`src/rtl/uart_cmd_engine.sv`:
```
`default_nettype none
// uart_cmd_engine: byte-stream command decoder driving per-channel AXI generator
// and PMU controls; every command answers with optional data bytes, then one status byte.
module uart_cmd_engine #(
  parameter int CORE_COUNT     = 16,
  parameter int AXI_ID_WIDTH   = 5,
  parameter int PMU_ADDR_WIDTH = 5,
  parameter int PMU_DATA_BYTES = 8,
  parameter int TIMEOUT_CYCLES = 1_000_000
) (
  input  logic                                          clk_i,
  input  logic                                          arstn_i,
  input  logic [7:0]                                    rx_data_i,
  input  logic                                          rx_valid_i,
  output logic [7:0]                                    tx_data_o,
  output logic                                          tx_valid_o,
  input  logic                                          tx_ready_i,
  output logic [CORE_COUNT-1:0][PMU_ADDR_WIDTH-1:0]     pmu_addr_o,
  input  logic [CORE_COUNT-1:0][8*PMU_DATA_BYTES-1:0]   pmu_data_i,
  output logic [7:0]                                    req_depth_o,
  output logic [CORE_COUNT-1:0][AXI_ID_WIDTH-1:0]       id_o,
  output logic [CORE_COUNT-1:0][7:0]                    axlen_o,
  output logic [CORE_COUNT-1:0]                         write_o,
  output logic [CORE_COUNT-1:0]                         fifo_push_o,
  output logic                                          start_o,
  input  logic [CORE_COUNT-1:0]                         idle_i,
  output logic                                          busy_o
);

  localparam int CIW        = (CORE_COUNT > 1) ? $clog2(CORE_COUNT) : 1;
  localparam int CORE_BYTES = (CIW + 7) / 8;
  localparam int ID_BYTES   = (AXI_ID_WIDTH + 7) / 8;
  localparam int IDLE_BYTES = (CORE_COUNT + 7) / 8;
  localparam int CBW        = 8 * CORE_BYTES;
  localparam int MAXA       = CORE_BYTES + ID_BYTES + 1;
  localparam int ACW        = $clog2(MAXA + 1);
  localparam int DB         = (PMU_DATA_BYTES > IDLE_BYTES) ? PMU_DATA_BYTES : IDLE_BYTES;
  localparam int DBW        = 8 * DB;
  localparam int DCW        = $clog2(DB + 1);
  localparam int TW         = (TIMEOUT_CYCLES > 1) ? $clog2(TIMEOUT_CYCLES) : 1;
  localparam logic [TW-1:0] TMAX = TW'(TIMEOUT_CYCLES - 1);

  localparam logic [7:0] OP_ECHO   = 8'h01;
  localparam logic [7:0] OP_DEPTH  = 8'h02;
  localparam logic [7:0] OP_RD     = 8'h03;
  localparam logic [7:0] OP_WR     = 8'h04;
  localparam logic [7:0] OP_ISTAT  = 8'h05;
  localparam logic [7:0] OP_START  = 8'h06;
  localparam logic [7:0] OP_PMU    = 8'h07;
  localparam logic [7:0] OP_STATUS = 8'h08;

  typedef enum logic [2:0] {S_IDLE, S_ARGS, S_EXEC, S_DATA, S_STAT} state_t;

  state_t                                   r_state, w_nxt;
  logic [7:0]                               w_code;
  logic [7:0]                               r_op;
  logic [7:0]                               r_args [MAXA];
  logic [ACW-1:0]                           r_acnt;
  logic [TW-1:0]                            r_tcnt;
  logic [1:0]                               r_phase;
  logic [DBW-1:0]                           r_dbuf;
  logic [DCW-1:0]                           r_dcnt;
  logic [7:0]                               r_code;
  logic                                     r_err;
  logic [3:0]                               r_last;
  logic [CORE_COUNT-1:0][PMU_ADDR_WIDTH-1:0] r_pmu_addr;
  logic [CORE_COUNT-1:0][AXI_ID_WIDTH-1:0]  r_id;
  logic [CORE_COUNT-1:0][7:0]               r_len;
  logic [CORE_COUNT-1:0]                    r_wr;
  logic [CORE_COUNT-1:0]                    r_push;
  logic [7:0]                               r_depth;
  logic                                     r_start;

  logic [CBW-1:0]          w_core;
  logic [8*ID_BYTES-1:0]   w_id_raw;
  logic [CIW-1:0]          w_cidx;
  logic                    w_bad;
  logic                    w_tmo;
  logic [7:0]              w_echo;
  logic [ACW-1:0]          w_nargs_rx;
  logic [ACW-1:0]          w_nargs_op;

  function automatic logic [ACW-1:0] f_nargs(input logic [7:0] op);
    case (op)
      OP_ECHO, OP_DEPTH: f_nargs = ACW'(1);
      OP_RD, OP_WR:      f_nargs = ACW'(MAXA);
      OP_PMU:            f_nargs = ACW'(CORE_BYTES + 1);
      default:           f_nargs = '0;
    endcase
  endfunction

  // Argument fields are little-endian; the full core field is kept for the range check.
  always_comb begin
    w_core   = '0;
    w_id_raw = '0;
    for (int b = 0; b < CORE_BYTES; b++) w_core[8*b +: 8] = r_args[b];
    for (int b = 0; b < ID_BYTES; b++) w_id_raw[8*b +: 8] = r_args[CORE_BYTES + b];
  end

  assign w_cidx     = w_core[CIW-1:0];
  assign w_bad      = (32'(w_core) >= 32'(CORE_COUNT));
  assign w_tmo      = (TIMEOUT_CYCLES != 0) && (r_tcnt == TMAX);
  assign w_echo     = r_args[0] + 8'd1;
  assign w_nargs_rx = f_nargs(rx_data_i);
  assign w_nargs_op = f_nargs(r_op);

  always_ff @(posedge clk_i or negedge arstn_i) begin
    if (!arstn_i) r_state <= S_IDLE;
    else          r_state <= w_nxt;
  end

  always_comb begin
    w_nxt  = r_state;
    w_code = 8'h00;
    case (r_state)
      S_IDLE: if (rx_valid_i) begin
        if (rx_data_i < OP_ECHO || rx_data_i > OP_STATUS) begin
          w_nxt  = S_STAT;
          w_code = 8'hE1;
        end else if (w_nargs_rx == '0) w_nxt = S_EXEC;
        else                           w_nxt = S_ARGS;
      end
      S_ARGS: begin
        if (rx_valid_i) begin
          if ((r_acnt + ACW'(1)) == w_nargs_op) w_nxt = S_EXEC;
        end else if (w_tmo) begin
          w_nxt  = S_STAT;
          w_code = 8'hE3;
        end
      end
      S_EXEC: begin
        case (r_op)
          OP_ECHO, OP_ISTAT, OP_STATUS: w_nxt = S_DATA;
          OP_DEPTH: w_nxt = S_STAT;
          OP_START: if (r_phase == 2'd1) w_nxt = S_STAT;
          OP_RD, OP_WR, OP_PMU: begin
            if (w_bad) begin
              w_nxt  = S_STAT;
              w_code = 8'hE2;
            end else if (r_phase == 2'd2) begin
              w_nxt = (r_op == OP_PMU) ? S_DATA : S_STAT;
            end
          end
          default: begin
            w_nxt  = S_STAT;
            w_code = 8'hE1;
          end
        endcase
      end
      S_DATA: if (tx_ready_i && r_dcnt == DCW'(1)) w_nxt = S_STAT;
      S_STAT: if (tx_ready_i) w_nxt = S_IDLE;
      default: w_nxt = S_IDLE;
    endcase
  end

  always_ff @(posedge clk_i or negedge arstn_i) begin
    if (!arstn_i) begin
      r_op       <= '0;
      r_acnt     <= '0;
      r_tcnt     <= '0;
      r_phase    <= '0;
      r_dbuf     <= '0;
      r_dcnt     <= '0;
      r_code     <= '0;
      r_err      <= 1'b0;
      r_last     <= '0;
      r_pmu_addr <= '0;
      r_id       <= '0;
      r_len      <= '0;
      r_wr       <= '0;
      r_push     <= '0;
      r_depth    <= '0;
      r_start    <= 1'b0;
      for (int i = 0; i < MAXA; i++) r_args[i] <= '0;
    end else begin
      r_push  <= '0;
      r_start <= 1'b0;
      r_phase <= (r_state == S_EXEC) ? r_phase + 2'd1 : 2'd0;
      if (r_state != S_STAT && w_nxt == S_STAT) begin
        r_code <= w_code;
        r_last <= w_code[3:0];
        if (w_code != 8'h00) r_err <= 1'b1;
      end
      case (r_state)
        S_IDLE: if (rx_valid_i) begin
          r_op   <= rx_data_i;
          r_acnt <= '0;
          r_tcnt <= '0;
        end
        S_ARGS: begin
          if (rx_valid_i) begin
            r_args[r_acnt] <= rx_data_i;
            r_acnt         <= r_acnt + ACW'(1);
            r_tcnt         <= '0;
          end else begin
            r_tcnt <= r_tcnt + TW'(1);
          end
        end
        S_EXEC: begin
          if (r_phase == 2'd0) begin
            case (r_op)
              OP_ECHO: begin
                r_dbuf <= DBW'(w_echo);
                r_dcnt <= DCW'(1);
              end
              OP_ISTAT: begin
                r_dbuf <= DBW'(idle_i);
                r_dcnt <= DCW'(IDLE_BYTES);
              end
              OP_STATUS: begin
                r_dbuf <= DBW'({r_err, 3'b000, r_last});
                r_dcnt <= DCW'(1);
                r_err  <= 1'b0;
              end
              OP_DEPTH: r_depth <= r_args[0];
              OP_START: r_start <= 1'b1;
              OP_RD, OP_WR: if (!w_bad) begin
                r_id[w_cidx]  <= w_id_raw[AXI_ID_WIDTH-1:0];
                r_len[w_cidx] <= r_args[CORE_BYTES + ID_BYTES];
                r_wr[w_cidx]  <= (r_op == OP_WR);
              end
              OP_PMU: if (!w_bad) r_pmu_addr[w_cidx] <= r_args[CORE_BYTES][PMU_ADDR_WIDTH-1:0];
              default: ;
            endcase
          end else if (r_phase == 2'd1) begin
            // Push fires only after the new channel fields are already on the outputs.
            if (r_op == OP_RD || r_op == OP_WR) r_push[w_cidx] <= 1'b1;
          end else if (r_op == OP_PMU) begin
            r_dbuf <= DBW'(pmu_data_i[w_cidx]);
            r_dcnt <= DCW'(PMU_DATA_BYTES);
          end
        end
        S_DATA: if (tx_ready_i) begin
          r_dbuf <= r_dbuf >> 8;
          r_dcnt <= r_dcnt - DCW'(1);
        end
        default: ;
      endcase
    end
  end

  assign busy_o      = (r_state != S_IDLE);
  assign tx_valid_o  = (r_state == S_DATA) || (r_state == S_STAT);
  assign tx_data_o   = (r_state == S_DATA) ? r_dbuf[7:0] :
                       (r_state == S_STAT) ? r_code : 8'h00;
  assign pmu_addr_o  = r_pmu_addr;
  assign id_o        = r_id;
  assign axlen_o     = r_len;
  assign write_o     = r_wr;
  assign fifo_push_o = r_push;
  assign req_depth_o = r_depth;
  assign start_o     = r_start;

endmodule
`default_nettype wire

```
`config.mk`:
```
export PLATFORM = sky130hd
export DESIGN_NAME = uart_cmd_engine
export DESIGN_NICKNAME = d
export VERILOG_FILES = /design/src/rtl/uart_cmd_engine.sv
export SDC_FILE = /design/constraint.sdc
export NUM_CORES = 1
export LEC_CHECK = 0
export ABC_AREA = 1
export BUFFER_PORTS_ARGS = -buffer_cell sky130_fd_sc_hd__buf_2
export CORE_AREA = 2 2 537 539
export CTS_BUF_LIST = sky130_fd_sc_hd__clkbuf_8
export CTS_CLUSTER_DIAMETER = 50
export DETAILED_ROUTE_END_ITERATION = 12
export DIE_AREA = 0 0 539 541
export SYNTH_ARGS = -nofsm -noshare
export SYNTH_HDL_FRONTEND = slang
export SYNTH_SLANG_ARGS = --single-unit
```
`constraint.sdc`:
```
create_clock -name clk_i -period 2.7 [get_ports clk_i]
set_input_delay 0.135 -clock clk_i [delete_from_list [all_inputs] [get_ports clk_i]]
set_output_delay 0.135 -clock clk_i [all_outputs]
set_load 0.03 [all_outputs]
```
==> implementation parameters <==
Parameter                              Value

Cells and area
  Layout filler cell count    33,200
  Final #Nets    6,646
  Final non-filler cell area    44,500 sq um
  Multi-input combinational cell area    around 14,000 sq um
  Post-layout utilization of the core    around 16%
  Area occupied by registers    between 10,000 and 15,000 sq um
  Synth-to-layout area growth    61.5%
  Fraction of layout instances using a drive strength above 1    around 33%

Timing
  Worst slew margin    between 30% and 40%
  Final worst hold slack    ~0.051 ns
  Final clock period utilization by the worst path    97.6%
  Max Clock Freq    roughly 380 MHz
  Transition time of the tightest slew-check pin    0.997 ns
  Setup_tns    0 ns
  Final hold violation count    0
  Clock skew after layout    0.0687 ns
  Final worst path period need    around 2.6 ns
  Fin. max-slew vios    0
  Final setup violation count    0

Synthesis
  Multiplexer fraction of the synthesized cell area    0%
  Number of library cell types mapped by synthesis    42
  Adder and majority gate portion of the synthesized area    less than 1%
  Mean post-synth cell area    around 6.9 sq um
  Cell area after technology mapping    roughly 28,000 sq um
  Nets in the synthesized netlist    5,077
  Leading cell type by number of instances after synthesis    sky130_fd_sc_hd__o21ai_0
  Async set-or-reset flop fraction in the synthesized netlist    100%
  Cell taking the most area after synthesis    sky130_fd_sc_hd__dfrtp_1
  List of most frequent post-synthesis cells    sky130_fd_sc_hd__o21ai_0, sky130_fd_sc_hd__nand2_1, sky130_fd_sc_hd__nor2_1, sky130_fd_sc_hd__dfrtp_1, sky130_fd_sc_hd__clkbuf_1
  Number of enable flip-flop cells after synthesis    0
  Total of flip-flops plus latches after synthesis    ~460
  Area share of the largest cell type after synthesis    41.6%
  Combinational family with the most area after synthesis    simple AND/OR/NAND/NOR gates
  Largest cells by area after synthesis    sky130_fd_sc_hd__dfrtp_1, sky130_fd_sc_hd__o21ai_0, sky130_fd_sc_hd__nand2_1, sky130_fd_sc_hd__nor2_1, sky130_fd_sc_hd__o22ai_1
  Count of mapped cells out of synthesis    between 4,000 and 5,000
  Portion of the post-synthesis area used by sequential elements    about two fifths
  Area fraction in and, or, nand and nor cells after synthesis    between 20% and 30%
  Commonest register cell after synthesis    sky130_fd_sc_hd__dfrtp_1
  Synthesized-area fraction occupied by ao, oa, aoi and oai cells    24.9%
  Synth warnings    0
  Parity-gate share of the synthesized area counting xor and xnor cells    less than 1%

Hold path
  Hold crit path type    in2reg
  Hold Crit Depth    7
  Hold path startpoint    pmu_data_i[829]
  Worst hold path endpoint    r_dbuf[61]

Place
  Final weighted congestion in routability-driven placement    approximately 1
  IO Port Bufs    ~1,400
  Detail Placement HPWL    just over 200 mm
  Placed cell area    roughly 40,000 sq um

Setup path
  Worst setup EP type    register
  Data required time at the worst endpoint    ~3.3 ns
  Critical Path Source Type    register
  Critical register-to-register path endpoint    r_dbuf[23]
  Logic depth of the worst register-to-register path    10
  Setup slack, reg-to-reg    around 0.064 ns
  Critical path type    reg2reg
  Crit path arrival time    approximately 3.3 ns
  Biggest fanout along the worst timing path    42
  R2R Path Start    w_core[0]

Status
  Result of the run    complete, no violations

Global route
  GRT Util Overall    between 15 and 20%
  Maximum number of pins on one net before global-route repair    between 100 and 150
  Met1 track demand over resource    around 18%
  First-pass GRT wire length    between 300 and 400 mm
  Busiest grt layer    met2
  Via count of the first global-routing pass    approximately 35,000
  GR Util met3    around 3.6%
  Final global-route overflow total    0
  Antenna violations before repair    around 210
  GR Util met2    between 20% and 30%

Route
  Post-detailed-routing wire length    243 mm
  Starting DRC count in detailed routing    3,224
  Vias after detailed routing    approximately 37,000
  Post-route antenna net violation count    0
  DRC Markers    0
  Average via count per standard cell    3.83
  Detail-routed net length per standard cell    ~25 um
  DRT Pass-1 Iters    6

Die
  Die width    approximately 540 um
  Total Die Area    around 290,000 sq um
  Initial core utilization    under 10%
  Site row count    between 150 and 200
  Die Ht    ~540 um
  Area of the core region    ~290,000 sq um
  Total I/O pin count    ~1,400

Clock network
  Clock Sink Count    457
  Inserted Clock Buffers    89
  CTS max path bufs    3
  Worst-skew pair later-pin latency    roughly 0.8 ns
  Cell chosen for the clock root    sky130_fd_sc_hd__clkbuf_8
  Post-CTS clock slew at the launch and capture registers of the worst setup and hold paths    approximately 0.060 ns
  TritonCTS clock tree    built
  Total number of H-tree levels    3

Flow run
  Max-cap violations    0

Power
  Power density normalized to cell area    537 nW/um^2
  Static leakage    21.2 nW
  Overall power    23.9 mW
  Peak supply drop    300 uV
[registers in the layout, summed over array words and instances (netlist names), 3 cells and up]
| signal | count |
|---|---|
| axlen_o | 128 |
| fifo_push_o | 16 |
| id_o | 80 |
| pmu_addr_o | 80 |
| r_args | 8 |
| r_code | 3 |
| r_dbuf | 64 |
| r_dcnt | 4 |
| r_op | 8 |
| r_state | 3 |
| r_tcnt | 20 |
| req_depth_o | 8 |
| w_core | 8 |
| w_id_raw | 5 |
| write_o | 16 |
[where the power goes]
part | internal (mW) | switching [mW]
Clock | 4.35 | 3.52
Sequential | 7.17 | 0.308
Combinational | 2.88 | 5.64
Total | 14.4 | 9.47
[logic make-up after synthesis]
| logic type | Yosys count |
|---|---|
| XOR/XNOR | 6 |
| AO/OA/AOI/OAI | 1310 |
| AND/OR/NAND/NOR | 1801 |
| flip-flops | 457 |
| adder cells (fa/ha/maj) | 13 |
| buffers and inverters | 425 |
[routing by layer]
layer  up-vias  routed length [um]  share of wire (%)
met4        54                9640                4.0
li1      16800                   -                  -
met2      2021              125000                 51
met1     17400               90900                 37
met3       486               17300                7.1
met5         -                 354               0.15
[per-stage QoR]
step,setup slack (ns),std cells
floorplan,0.303,4012
global placement,-0.181,9113
detailed placement,-0.163,9113
CTS,0.0106,9426
global route,-0.00401,9555
finish,0.0636,9591
[cells in the final DEF (no fill, tap or decap), drive strengths merged, types with 11 or more instances in the layout]
cell type / synthesis / routed
a21oi: 100 / 100
a22oi: 11 / 11
buf: 71 / 1621
clkbuf: 224 / 112
clkinv: 2 / 19
dfrtp: 457 / 457
diode: 0 / 156
dlygate4sd3: 0 / 148
ha: 13 / 13
inv: 128 / 157
nand2: 867 / 867
nand3: 56 / 56
nand4: 25 / 25
nor2: 808 / 808
nor3: 38 / 38
o21ai: 1035 / 1035
o22ai: 147 / 147
[worst max-delay path by stage]
stage | to | start | depth (start not counted) | slack, ns
after floorplan | axlen_o[17] | w_core[0] | 11 | 0.30
after CTS | r_dbuf[26] | w_core[0] | 10 | 0.01
after global routing | r_dbuf[33] | w_core[0] | 11 | -0.004
after global placement | r_dbuf[22] | w_core[0] | 8 | -0.18
final | r_dbuf[23] | w_core[0] | 10 | 0.06
after detailed placement | r_dbuf[22] | w_core[0] | 8 | -0.16
[critical path, cell delays in order, from the launching register on]
cell and delay (ns):
sky130_fd_sc_hd__dfrtp_4 0.58, sky130_fd_sc_hd__buf_12 0.21, sky130_fd_sc_hd__nor2_1 0.22, sky130_fd_sc_hd__nor2_1 0.05, sky130_fd_sc_hd__o21ai_1 0.30, sky130_fd_sc_hd__o21ai_0 0.17, sky130_fd_sc_hd__nand2_1 0.12, sky130_fd_sc_hd__nand2_1 0.12
sky130_fd_sc_hd__o21ai_0 0.36, sky130_fd_sc_hd__buf_4 0.21, sky130_fd_sc_hd__a22oi_1 0.06
[layout make-up]
type                    instances  share of cell area, %
clock buffers                 110                   3.41
repair inverters                2                 0.0507
multi-input cells            3130                   32.3
inverters                     130                   1.21
well taps                    3781                   10.6
diodes                        156                  0.878
repair buffers               1771                   24.7
clock inverters                54                   1.13
flip-flops and latches        457                   25.7
[what timing repair did]
item                                    CTS  global route
endpoints found under the hold margin   555             0
endpoints found under the setup margin    4            14
pin swaps                                 0             1
hold buffers                            149             0
resized for setup                         4            23
gates cloned                              0             4
setup buffers                             0             5
(Power assumes the default switching activity.)
